**config.mk**
```make
export PLATFORM = sky130hd
export DESIGN_NAME = sensor_request_sequencer
export DESIGN_NICKNAME = d
export VERILOG_FILES = /design/src/rtl/sensor_request_sequencer.sv
export SDC_FILE = /design/constraint.sdc
export NUM_CORES = 1
export LEC_CHECK = 0
export CAP_MARGIN = 30
export CORE_MARGIN = 1
export CORE_UTILIZATION = 50
export DETAILED_ROUTE_END_ITERATION = 8
export GPL_ROUTABILITY_DRIVEN = 0
export GPL_TIMING_DRIVEN = 0
export PLACE_DENSITY = 0.7
export SETUP_SLACK_MARGIN = 0.4
export SLEW_MARGIN = 25
export SYNTH_ARGS = -nofsm -noshare
export SYNTH_HDL_FRONTEND = slang
export SYNTH_SLANG_ARGS = --single-unit
```
**constraint.sdc**
```tcl
create_clock -name clk -period 6.3 [get_ports clk]
set_input_delay 0.945 -clock clk [delete_from_list [all_inputs] [get_ports clk]]
set_output_delay 0.945 -clock clk [all_outputs]
set_load 0.005 [all_outputs]
```
**src/rtl/sensor_request_sequencer.sv**
```systemverilog
// sensor_request_sequencer
// Takes one host request at a time (command + sensor address) and validates it.
// For a good request it drives the sensor address `End` to the demultiplexer,
// lets the select settle, and pulses `sensor_start`. It then waits for the
// reader to finish, fail or time out, and returns a response code plus one
// payload byte. Only one transaction is ever in flight, and nothing is queued.
module sensor_request_sequencer #(
    // Cycles `End` is held before the start strobe; the demux registers its
    // select, so at least 2 are needed.
    parameter int SETTLE_CYCLES  = 4,
    // WAIT cycles without a reader event before a timeout is reported (>= 1).
    parameter int TIMEOUT_CYCLES = 1_000_000
) (
    input  logic        clk,
    input  logic        reset,
    // Host request channel
    input  logic        req_valid,
    output logic        req_ready,
    input  logic [7:0]  req_cmd,
    input  logic [7:0]  req_addr,
    // Sensor side
    output logic [7:0]  End,
    output logic        sensor_start,
    input  logic        sensor_done,
    input  logic        sensor_error,
    input  logic [15:0] sensor_data,
    // Host response channel
    output logic        rsp_valid,
    input  logic        rsp_ready,
    output logic [7:0]  rsp_code,
    output logic [7:0]  rsp_data
);

    // ------------------------------------------------------------------
    // Command and response encodings
    // ------------------------------------------------------------------
    localparam logic [7:0] CMD_STATUS   = 8'h01;
    localparam logic [7:0] CMD_TEMP     = 8'h02;
    localparam logic [7:0] CMD_HUMIDITY = 8'h03;

    localparam logic [7:0] RSP_STATUS_OK = 8'h80;
    localparam logic [7:0] RSP_TEMP_OK   = 8'h81;
    localparam logic [7:0] RSP_HUMID_OK  = 8'h82;
    localparam logic [7:0] RSP_BAD_CMD   = 8'hE0;
    localparam logic [7:0] RSP_BAD_ADDR  = 8'hE1;
    localparam logic [7:0] RSP_SENSOR_ER = 8'hE2;
    localparam logic [7:0] RSP_TIMEOUT   = 8'hE3;

    localparam logic [7:0] ADDR_MIN = 8'd1;
    localparam logic [7:0] ADDR_MAX = 8'd32;

    // Terminal counter values. The counters start at 0 on entry to their
    // state, so the last cycle of a phase sees count == N-1.
    localparam logic [31:0] SETTLE_LAST  = 32'(SETTLE_CYCLES - 1);
    localparam logic [31:0] TIMEOUT_LAST = 32'(TIMEOUT_CYCLES - 1);

    typedef enum logic [2:0] {
        ST_IDLE    = 3'd0,
        ST_CHECK   = 3'd1,
        ST_SELECT  = 3'd2,
        ST_START   = 3'd3,
        ST_WAIT    = 3'd4,
        ST_RESPOND = 3'd5
    } state_t;

    // ------------------------------------------------------------------
    // Registers
    // ------------------------------------------------------------------
    state_t      r_state;
    logic [7:0]  r_cmd;
    logic [7:0]  r_addr;
    logic [7:0]  r_end;
    logic [31:0] r_settle_cnt;
    logic [31:0] r_timeout_cnt;
    logic        r_rsp_valid;
    logic [7:0]  r_rsp_code;
    logic [7:0]  r_rsp_data;

    // ------------------------------------------------------------------
    // Combinational decode
    // ------------------------------------------------------------------
    state_t      w_state_nxt;
    logic        w_accept;
    logic        w_cmd_ok;
    logic        w_addr_ok;
    logic        w_settle_done;
    logic        w_timeout_hit;
    logic        w_load_end;
    logic        w_load_rsp;
    logic        w_rsp_fire;
    logic [7:0]  w_rsp_code_nxt;
    logic [7:0]  w_rsp_data_nxt;

    // While reset is high the state already reads IDLE, so ready is also
    // gated by reset to keep the host from seeing a spurious accept.
    assign req_ready     = (r_state == ST_IDLE) && !reset;
    assign w_accept      = req_valid && req_ready;
    assign w_rsp_fire    = r_rsp_valid && rsp_ready;

    assign w_cmd_ok      = (r_cmd == CMD_STATUS) || (r_cmd == CMD_TEMP) ||
                           (r_cmd == CMD_HUMIDITY);
    assign w_addr_ok     = (r_addr >= ADDR_MIN) && (r_addr <= ADDR_MAX);
    assign w_settle_done = (r_settle_cnt >= SETTLE_LAST);
    assign w_timeout_hit = (r_timeout_cnt >= TIMEOUT_LAST);

    // The strobe is a pure decode of the one-cycle START state, so it cannot
    // be stretched and it drops the instant reset puts the state in IDLE.
    assign sensor_start  = (r_state == ST_START);

    assign End           = r_end;
    assign rsp_valid     = r_rsp_valid;
    assign rsp_code      = r_rsp_code;
    assign rsp_data      = r_rsp_data;

    // State register for the transaction FSM.
    always_ff @(posedge clk or posedge reset) begin
        if (reset) begin
            r_state <= ST_IDLE;
        end else begin
            // NOTE: state is updated with non-blocking assignments so every
            // flop samples the pre-edge values regardless of block order.
            r_state <= w_state_nxt;
        end
    end

    // Next-state logic plus the one-cycle load requests for End and the response.
    always_comb begin
        // NOTE: every output of this block gets a default first; any path
        // that skipped an assignment would otherwise infer a latch.
        w_state_nxt    = r_state;
        w_load_end     = 1'b0;
        w_load_rsp     = 1'b0;
        w_rsp_code_nxt = 8'h00;
        w_rsp_data_nxt = 8'h00;

        unique case (r_state)
            ST_IDLE: begin
                if (w_accept) begin
                    w_state_nxt = ST_CHECK;
                end
            end

            ST_CHECK: begin
                // A bad command is reported even when the address is also bad.
                if (!w_cmd_ok) begin
                    w_load_rsp     = 1'b1;
                    w_rsp_code_nxt = RSP_BAD_CMD;
                    w_state_nxt    = ST_RESPOND;
                end else if (!w_addr_ok) begin
                    w_load_rsp     = 1'b1;
                    w_rsp_code_nxt = RSP_BAD_ADDR;
                    w_state_nxt    = ST_RESPOND;
                end else begin
                    w_load_end  = 1'b1;
                    w_state_nxt = ST_SELECT;
                end
            end

            ST_SELECT: begin
                if (w_settle_done) begin
                    w_state_nxt = ST_START;
                end
            end

            ST_START: begin
                w_state_nxt = ST_WAIT;
            end

            ST_WAIT: begin
                // Error outranks done, and either event outranks a timeout
                // landing on the same cycle.
                if (sensor_error) begin
                    w_load_rsp     = 1'b1;
                    w_rsp_code_nxt = RSP_SENSOR_ER;
                    w_state_nxt    = ST_RESPOND;
                end else if (sensor_done) begin
                    w_load_rsp  = 1'b1;
                    w_state_nxt = ST_RESPOND;
                    case (r_cmd)
                        CMD_TEMP: begin
                            w_rsp_code_nxt = RSP_TEMP_OK;
                            w_rsp_data_nxt = sensor_data[7:0];
                        end
                        CMD_HUMIDITY: begin
                            w_rsp_code_nxt = RSP_HUMID_OK;
                            w_rsp_data_nxt = sensor_data[15:8];
                        end
                        default: begin
                            w_rsp_code_nxt = RSP_STATUS_OK;
                        end
                    endcase
                end else if (w_timeout_hit) begin
                    w_load_rsp     = 1'b1;
                    w_rsp_code_nxt = RSP_TIMEOUT;
                    w_state_nxt    = ST_RESPOND;
                end
            end

            ST_RESPOND: begin
                if (w_rsp_fire) begin
                    w_state_nxt = ST_IDLE;
                end
            end

            default: begin
                w_state_nxt = ST_IDLE;
            end
        endcase
    end

    // Request latch: captured only on the accepting handshake, so req_valid
    // traffic in any other state is simply ignored.
    always_ff @(posedge clk or posedge reset) begin
        if (reset) begin
            r_cmd  <= 8'h00;
            r_addr <= 8'h00;
        end else if (w_accept) begin
            r_cmd  <= req_cmd;
            r_addr <= req_addr;
        end
    end

    // Sensor address: set for a validated request, cleared on the response
    // handshake; error responses leave it at 0x00.
    always_ff @(posedge clk or posedge reset) begin
        if (reset) begin
            r_end <= 8'h00;
        end else if (w_load_end) begin
            r_end <= r_addr;
        end else if ((r_state == ST_RESPOND) && w_rsp_fire) begin
            r_end <= 8'h00;
        end
    end

    // Settle counter: runs only in SELECT, held at 0 elsewhere, saturates.
    always_ff @(posedge clk or posedge reset) begin
        if (reset) begin
            r_settle_cnt <= 32'd0;
        end else if (r_state == ST_SELECT) begin
            if (r_settle_cnt != '1) begin
                r_settle_cnt <= r_settle_cnt + 32'd1;
            end
        end else begin
            r_settle_cnt <= 32'd0;
        end
    end

    // Timeout counter: cleared through START, counts WAIT cycles, saturates.
    always_ff @(posedge clk or posedge reset) begin
        if (reset) begin
            r_timeout_cnt <= 32'd0;
        end else if (r_state == ST_WAIT) begin
            if (r_timeout_cnt != '1) begin
                r_timeout_cnt <= r_timeout_cnt + 32'd1;
            end
        end else begin
            r_timeout_cnt <= 32'd0;
        end
    end

    // Response registers: loaded once per transaction, stable until taken.
    always_ff @(posedge clk or posedge reset) begin
        if (reset) begin
            r_rsp_valid <= 1'b0;
            r_rsp_code  <= 8'h00;
            r_rsp_data  <= 8'h00;
        end else if (w_load_rsp) begin
            r_rsp_valid <= 1'b1;
            r_rsp_code  <= w_rsp_code_nxt;
            r_rsp_data  <= w_rsp_data_nxt;
        end else if (w_rsp_fire) begin
            r_rsp_valid <= 1'b0;
            r_rsp_code  <= 8'h00;
            r_rsp_data  <= 8'h00;
        end
    end

endmodule

```
==> impl_metrics.csv, run 1 <==
group,metric,value,unit
outcome,run_status,"complete, no violations",
global_routing,antenna_found_initial,0,
die,num_io_pins,65,
route,drt-total-wl,13100,µm
cts,postCtsSetupBuffers,0,
route,dr.first_iter.drc_count,394,
cts,numCtsBuffers,9,
placement,dp_cells,774,
route,wire_per_inst,16.5,µm
sta,slew_violations,0,
power,p_leak,2.49,nW
global_routing,grt_pass1_vias,4743,
yosys,synth_area_leaders,"dfrtp_1, a21oi_1, mux2_2, nand2_1, or3_1",
yosys,synthesis.area,5450,µm²
cts,clk_pin_slew_worst_paths,0.10,ns
sta,fin_worst_skew,0.0124,ns
sta,tns,0,ns
hold_path,hold_path.class,"reg2reg",
die,std_cell_rows,37,
sta,fin_crit,3.31,ns
final_layout,nets,690,
sta,clock.fmax,0.302,GHz
sta,slew_headroom,0.440,
hold_path,hold_depth,1,
yosys,yosys.area.top_type_share,0.478,
setup_path,reg2reg_depth,7,
placement,port_buffers,61,
setup_path,crit_arrival,2.36,ns
yosys,ys_warn_count,0,
global_routing,grt_max_degree,65,
route,vias_per_cell,6.15,
sta,setup_violations,0,
placement,hpwlAfterDp,9360,µm
yosys,syn_inst,573,
hold_path,min_to,"End[6]",
global_routing,grt_pass1_wl,22400,µm
setup_path,worstPathMaxFanout,2,
yosys,synthDistinctLibCells,53,
yosys,synth-seq-cells,104,
global_routing,grt.total_usage,0.248,
setup_path,r2r-end,"r_timeout_cnt[4]",
die,start_util,0.520,
route,ant_nets,0,
sta,layout_worst_path_cycle_share,0.525,
setup_path,required,5.35,ns
yosys,yosysSeqAreaShare,0.478,
die,core-area,10500,µm²
cts,ctsHoldBuffers,0,
hold_path,holdCritStartpoint,"End[6]",
yosys,yosys.area.top_type,"dfrtp_1",
setup_path,worstSetupPathType,"in2out",
yosys,synthArstFlopShare,1.00,
setup_path,startpoint_type,"input port",
power,p_per_area,250,nW/µm²
cts,h-tree-depth,3,
setup_path,end_kind,"output port",
yosys,synth_edf_count,0,
final_layout,fin_cells,791,
cts,clkSinkCount,104,
final_layout,nFillCells,920,
cts,cts_tree,"yes",
cts,cts_resized,0,
power,peakVddDrop,0.000195,V
die,die_h,106,µm
final_layout,antenna_cells,0,
job,max_cap_violations,0,
cts,cts_max_path_buffers,2,
route,dr.pass1.iters,5,
sta,hold_violations,0,
global_routing,gr-total-overflow,0,
die,die_w,106,µm
cts,root_buffer,"clkbuf_8",
route,drc,0,
setup_path,r2r-start,"r_timeout_cnt[16]",
cts,clk_latency,0.39,ns
setup_path,r2r_slack,3.36,ns
yosys,synth_area_per_cell,9.50,µm²
sta,rsz0062_at_grt,"false",
die,die-area,11300,µm²
sta,worstMarginPinSlew,0.833,ns
yosys,synthFlopType,"dfrtp_1",
final_layout,area_growth,19.0,%
route,via_count,4864,
final_layout,drive_gt1_frac,0.0748,
==> metal layers <==
layer / GRT usage / wire length, µm / vias up
met3: 0.0736 / 743 / 24
li1: - / - / 2320
met5: 0 / 0 / -
met1: 0.311 / 5660 / 2392
met4: 0.0813 / 238 / 0
met2: 0.410 / 6440 / 128
==> how the worst max path moves through the flow <==
| stage | from | end | slack, ns |
|---|---|---|---|
| floorplan | reset | End[0] | 2.62 |
| global placement | reset | r_timeout_cnt[17] | 0.98 |
| detailed placement | reset | req_ready | 2.98 |
| CTS | reset | req_ready | 2.98 |
| global route | reset | req_ready | 2.94 |
| finish | reset | req_ready | 2.99 |
==> report_power, final <==
group / switching (mW) / internal, mW / leakage [nW]
Combinational: 0.205 / 0.190 / 0.977
Clock: 0.238 / 0.184 / 0.0952
Sequential: 0.0571 / 0.745 / 1.42
==> synthesized netlist by cell type (5+ instances only) <==
cell	count
nor4_1	20
mux2_2	16
dfrtp_1	104
o22ai_1	8
nor2_1	35
xnor2_1	6
nand3_1	24
a22o_1	6
or4_1	16
o31ai_1	12
and3_1	11
o21ai_0	33
or3_1	28
mux2i_1	13
nand2_1	48
and4_1	6
xor2_1	6
and2_1	6
a31oi_1	6
nand2b_1	6
o211ai_1	5
a21oi_1	42
nand4_1	20
nor3_1	7
inv_1	14
clkbuf_1	23
==> cell usage in the layout, fill, tap and decap left out, types with 7 or more instances in the layout <==
| master | synthesis | final |
|---|---|---|
| o22ai_1 | 8 | 8 |
| o31ai_1 | 12 | 12 |
| clkdlybuf4s50_1 | 0 | 61 |
| nor4_1 | 20 | 19 |
| nand4_1 | 20 | 20 |
| nor3_1 | 7 | 7 |
| clkbuf_8 | 0 | 9 |
| nand2_1 | 48 | 48 |
| dfrtp_1 | 104 | 104 |
| a21oi_1 | 42 | 42 |
| nand3_1 | 24 | 24 |
| or3_1 | 28 | 28 |
| o21ai_0 | 33 | 33 |
| or4_1 | 16 | 16 |
| inv_1 | 14 | 13 |
| and3_1 | 11 | 11 |
| mux2i_1 | 13 | 13 |
| mux2_2 | 16 | 16 |
| nor2_1 | 35 | 35 |
| clkbuf_1 | 23 | 23 |
==> final cells by class <==
class | instances | area (µm²) | area share
inverters | 14 | 57.6 | 0.00889
repair buffers | 64 | 647 | 0.0999
clock buffers | 9 | 124 | 0.0191
multi-input cells | 428 | 2680 | 0.413
plain buffers | 29 | 126 | 0.0195
clock inverters | 7 | 72.6 | 0.0112
flip-flops and latches | 104 | 2600 | 0.402
well taps | 136 | 170 | 0.0263
==> critical path: stages <==
cell             delay [ns]
clkdlybuf4s50_1        0.49
nor4_1                 0.35
clkdlybuf4s50_1        0.58
==> metrics by stage <==
stage	cell area [µm²]	power, mW	setup WS (ns)	util	hold WS, ns
floorplan	5450	1.05	2.62	-	0.474
global placement	6230	1.19	0.976	0.596	0.469
detailed placement	6280	1.21	2.98	0.600	0.479
CTS	6470	1.64	2.98	0.619	0.512
global route	6480	1.71	2.94	0.619	0.525
finish	6480	1.62	2.99	0.619	0.507
==> state kept, by name, indices dropped and copies added, names as in the netlist <==
register / flops
rsp_data: 8
r_state: 3
r_addr: 8
rsp_code: 4
r_settle_cnt: 32
rsp_valid: 1
r_cmd: 8
r_timeout_cnt: 32
End: 8
==> cells by family (layout without fill, tap and decap cells) <==
logic type | Yosys count | in the layout | synth area share
multiplexers | 29 | 29 | 0.0570
other | 1 | 3 | 0.000689
flip-flops | 104 | 104 | 0.478
AO/OA/AOI/OAI | 137 | 137 | 0.157
XOR/XNOR | 12 | 12 | 0.0193
AND/OR/NAND/NOR | 245 | 245 | 0.250
adder cells (fa/ha/maj) | 2 | 2 | 0.00459
buffers and inverters | 43 | 123 | 0.0329
No activity file was read; power rests on OpenSTA's default activity.
==> run 2: changes to the inputs <==
clock period = 3.3 ns   (was 6.3 ns; I/O delays follow)
==> impl_metrics.csv, run 2 (synthesis results as in run 1) <==
group,metric,value,unit
setup_path,r2r_slack,0.50,ns
setup_path,r2r-start,"r_timeout_cnt[16]",
placement,port_buffers,61,
die,die_w,106,µm
global_routing,grt_pass1_vias,4763,
route,dr_wl_met2,6580,µm
final_layout,fin_cells,793,
final_layout,antenna_cells,0,
cts,clkSinkCount,104,
global_routing,antenna_found_initial,0,
setup_path,crit_arrival,3.11,ns
sta,clock.fmax,0.357,GHz
route,vias_per_cell,6.10,
sta,whs,0.504,ns
sta,tns,0,ns
hold_path,hold_path.class,"reg2reg",
sta,layout_worst_path_cycle_share,0.850,
final_layout,mostFrequentLayoutCells,"dfrtp_1, clkdlybuf4s50_1, nand2_1",
global_routing,grt_pass1_wl,22400,µm
die,num_io_pins,65,
cts,clk_pin_slew_worst_paths,0.10,ns
setup_path,endpoint,"r_timeout_cnt[12]",
setup_path,required,3.61,ns
final_layout,nets,692,
cts,h-tree-depth,3,
global_routing,grt.total_usage,0.249,
outcome,run_status,"complete, no violations",
route,drc,0,
final_layout,final_cell_area,6640,µm²
sta,slew_headroom,0.339,
placement,pre_cts_ws,0.450,ns
placement,hpwlAfterDp,9510,µm
placement,placed_area,6350,µm²
final_layout,area_growth,21.9,%
route,drt-total-wl,13300,µm
job,max_cap_violations,0,
setup_path,end_kind,"flip-flop",
cts,postCtsSetupBuffers,0,
placement,dp_cells,777,
route,drt-met1-wl,5860,µm
global_routing,grt_max_degree,26,
cts,numCtsBuffers,9,
die,core-area,10500,µm²
route,wire_per_inst,16.8,µm
setup_path,startpoint_type,"flip-flop",
route,top_layer_used,"met4",
power,p_per_area,498,nW/µm²
sta,rsz0062_at_grt,"false",
die,die_h,106,µm
sta,worst_slack,0.496,ns
setup_path,worstPathMaxFanout,10,
power,p_leak,2.59,nW
power,peakVddDrop,0.000440,V
route,via_count,4836,
cts,clk_latency,0.39,ns
sta,fin_crit,2.80,ns
route,dr.pass1.iters,5,
cts,cts_tree,"yes",
sta,worstMarginPinSlew,0.984,ns
die,std_cell_rows,37,
sta,slew_violations,0,
sta,fin_worst_skew,0.0146,ns
route,wl_met3,663,µm
setup_path,r2r-end,"r_timeout_cnt[12]",
route,ant_nets,0,
final_layout,final_common_cell,"dfrtp_1",
die,start_util,0.520,
sta,hold_violations,0,
cts,root_buffer,"clkbuf_8",
setup_path,cp-startpoint,"r_timeout_cnt[16]",
setup_path,reg2reg_depth,7,
sta,setup_violations,0,
die,die-area,11300,µm²
setup_path,worstSetupPathType,"reg2reg",
cts,cts_max_path_buffers,2,
final_layout,reg_top3,"r_settle_cnt x32, r_timeout_cnt x32",
global_routing,gr-total-overflow,0,
route,dr.first_iter.drc_count,394,
final_layout,drive_gt1_frac,0.0791,
-- run 2: cell types whose count changed in the layout (fill, tap and decap cells not counted), moves of 2 or more --
cell	before	now
nor4_2	2	0
bufinv_16	1	3
buf_16	1	3
nor4_4	0	2
clkbuf_8	9	12
clkinv_2	2	0
-- run 2: worst min path at each step --
stage / startpoint / end / slack (ns) / cells past startpoint
after floorplan: r_addr[4] / End[4] / 0.47 / 1
after global placement: End[7] / End[7] / 0.47 / 1
after detailed placement: End[6] / End[6] / 0.49 / 1
after CTS: End[6] / End[6] / 0.51 / 1
after global routing: End[6] / End[6] / 0.52 / 1
final: End[6] / End[6] / 0.50 / 1
-- run 2: per-stage QoR --
stage,utilization,power (mW)
floorplan,-,2.01
global placement,0.596,2.28
detailed placement,0.607,2.31
CTS,0.633,3.33
global route,0.635,3.48
finish,0.635,3.30
-- run 2: where the power goes --
group	switching, mW	internal [mW]	leakage (nW)
registers	0.111	1.42	1.42
logic	0.386	0.372	1.04
clock network	0.447	0.567	0.133
total	0.944	2.36	2.59
-- run 2: critical path: stages (launching register included) --
cell and delay (ns):
dfrtp_1 0.44, nand4_1 0.26, or3_1 0.44, clkbuf_1 0.21, nor4_4 0.58, clkbuf_1 0.45, o21ai_0 0.18, a21oi_1 0.15
-- run 2: area by class of cell --
| cell class | instances | area [µm²] |
|---|---|---|
| clock inverters | 4 | 98.8 |
| repair buffers | 66 | 717 |
| well taps | 136 | 170 |
| inverters | 14 | 56.3 |
| fillers | 884 | 3820 |
| plain buffers | 29 | 126 |
| flip-flops and latches | 104 | 2600 |
| multi-input cells | 428 | 2700 |
| clock buffers | 12 | 165 |
-- run 2: timing repair --
item                       in CTS  in global routing
setup endpoints to repair       2                 23
hold buffers                    0                  0
gates resized for setup         1                  3
-- run 2: per-layer routing --
layer | global-route usage | up-vias
met1 | 0.306 | 2351
met4 | 0.0833 | 0
met2 | 0.419 | 149
li1 | - | 2318
met5 | 0 | -
met3 | 0.0699 | 18
==> run 3: changes to the inputs <==
PLACE_DENSITY = 0.73   (was 0.7)
clock period = 2.55 ns   (was 3.3 ns; I/O delays follow)
==> impl_metrics.csv, run 3 (synthesis results as in run 1) <==
group,metric,value,unit
sta,whs,0.486,ns
sta,clock.fmax,0.440,GHz
route,dr.first_iter.drc_count,470,
route,ant_nets,0,
setup_path,worstPathMaxFanout,8,
setup_path,startpoint_type,"flip-flop",
sta,worst_slack,0.275,ns
die,die_h,106,µm
job,max_cap_violations,0,
route,wire_per_inst,17.9,µm
die,start_util,0.520,
final_layout,area_growth,32.4,%
die,core-area,10500,µm²
sta,hold_violations,0,
placement,port_buffers,61,
placement,hpwlAfterDp,9670,µm
power,p_leak,2.88,nW
cts,numCtsBuffers,9,
power,peakVddDrop,0.000401,V
sta,slew_violations,0,
setup_path,end_kind,"flip-flop",
cts,clk_pin_slew_worst_paths,0.10,ns
final_layout,nFillCells,814,
route,drc,0,
final_layout,drive_gt1_frac,0.206,
cts,cts_tree,"yes",
power,p_per_area,586,nW/µm²
global_routing,grt_max_degree,29,
sta,slew_headroom,0.452,
route,drt-total-wl,14800,µm
setup_path,crit_arrival,2.59,ns
sta,setup_violations,0,
global_routing,gr-total-overflow,0,
placement,pre_cts_ws,-0.332,ns
final_layout,nets,729,
outcome,run_status,"complete, no violations",
cts,cts_max_path_buffers,2,
die,die_w,106,µm
sta,fin_crit,2.27,ns
sta,rsz0062_at_grt,"true",
hold_path,hold_path.class,"in2async",
global_routing,grt_pass1_vias,5134,
global_routing,grt_pass1_wl,24500,µm
sta,fin_worst_skew,0.0145,ns
global_routing,antenna_found_initial,0,
route,vias_per_cell,6.21,
route,via_count,5146,
die,std_cell_rows,37,
final_layout,final_common_cell,"dfrtp_1",
sta,worstMarginPinSlew,0.814,ns
cts,root_buffer,"clkbuf_8",
cts,clk_latency,0.39,ns
setup_path,worstSetupPathType,"reg2reg",
global_routing,grt.total_usage,0.273,
route,dr.pass1.iters,5,
die,die-area,11300,µm²
final_layout,reg_top3,"r_settle_cnt x32, r_timeout_cnt x32",
die,num_io_pins,65,
cts,h-tree-depth,3,
cts,clkSinkCount,104,
sta,layout_worst_path_cycle_share,0.892,
setup_path,required,2.87,ns
final_layout,antenna_cells,0,
final_layout,mostFrequentLayoutCells,"dfrtp_1, clkdlybuf4s50_1, nand2_1",
run 3: changes by cell type in the layout (fill, tap and decap cells not counted), sizes merged:
cell and delta:
inv +1, bufinv -2, clkdlybuf4s50 -1, dlygate4sd2 +1, clkbuf -7, buf +43
clkinv +1
run 3: stage by stage:
| stage | cell area [µm²] | std cells | power [mW] | utilization | setup TNS (ns) |
|---|---|---|---|---|---|
| finish | 7210 | 829 | 4.23 | 0.689 | 0 |
| global route | 7210 | 829 | 4.44 | 0.689 | 0 |
| CTS | 6960 | 816 | 4.17 | 0.665 | 0 |
| detailed placement | 6360 | 776 | 3.00 | 0.608 | -4.75 |
| global placement | 6260 | 772 | 2.95 | 0.598 | -20.10 |
| floorplan | 5480 | 575 | 2.61 | - | 0 |
run 3: where the power goes:
group	leakage (nW)	internal, mW	switching, mW
clock	0.106	0.506	0.585
sequential	1.41	1.84	0.172
combinational	1.36	0.555	0.568
run 3: final timing paths:
path	from	endpoint	slack [ns]	cells past startpoint
min in group clk	End[7]	End[7]	0.50	1
hold reg to reg	End[7]	End[7]	0.50	1
hold / removal	reset	r_settle_cnt[6]	0.49	2
max in group asynchronous	reset	r_timeout_cnt[8]	1.40	4
setup / recovery	r_timeout_cnt[11]	r_timeout_cnt[25]	0.28	7
setup reg to reg	r_timeout_cnt[11]	r_timeout_cnt[25]	0.28	7
run 3: area by class of cell:
class | instances | area (µm²) | share of cell area
Inverter | 14 | 56.3 | 0.00781
Tap cell | 136 | 170 | 0.0236
Buffer | 29 | 198 | 0.0274
Multi-Input combinational cell | 428 | 2960 | 0.411
Clock buffer | 11 | 151 | 0.0210
Clock inverter | 4 | 52.6 | 0.00729
Sequential cell | 104 | 2610 | 0.362
Timing Repair Buffer | 103 | 1010 | 0.140
run 3: routing by layer:
layer,up-vias,track usage,part of all wire
li1,2398,-,-
met1,2549,0.341,0.42
met2,165,0.463,0.51
met3,34,0.0668,0.050
met4,0,0.0863,0.023
met5,-,0,0
run 3: timing repair:
action                     in CTS  in global routing
setup endpoints to repair      83                 77
hold endpoints to repair        0                  0
hold buffers                    0                  0
resized for setup              54                 51
pin swaps                      13                 15
buffers inserted               24                 11
gates cloned                    1                  2
run 3: worst max-delay path, cell delays in order, from the launching register on:
cell and delay, ns:
dfrtp_1 0.41, nand3_2 0.13, or3_4 0.41, buf_6 0.13, or4_4 0.43, buf_8 0.15
or4_4 0.41, a21oi_2 0.14
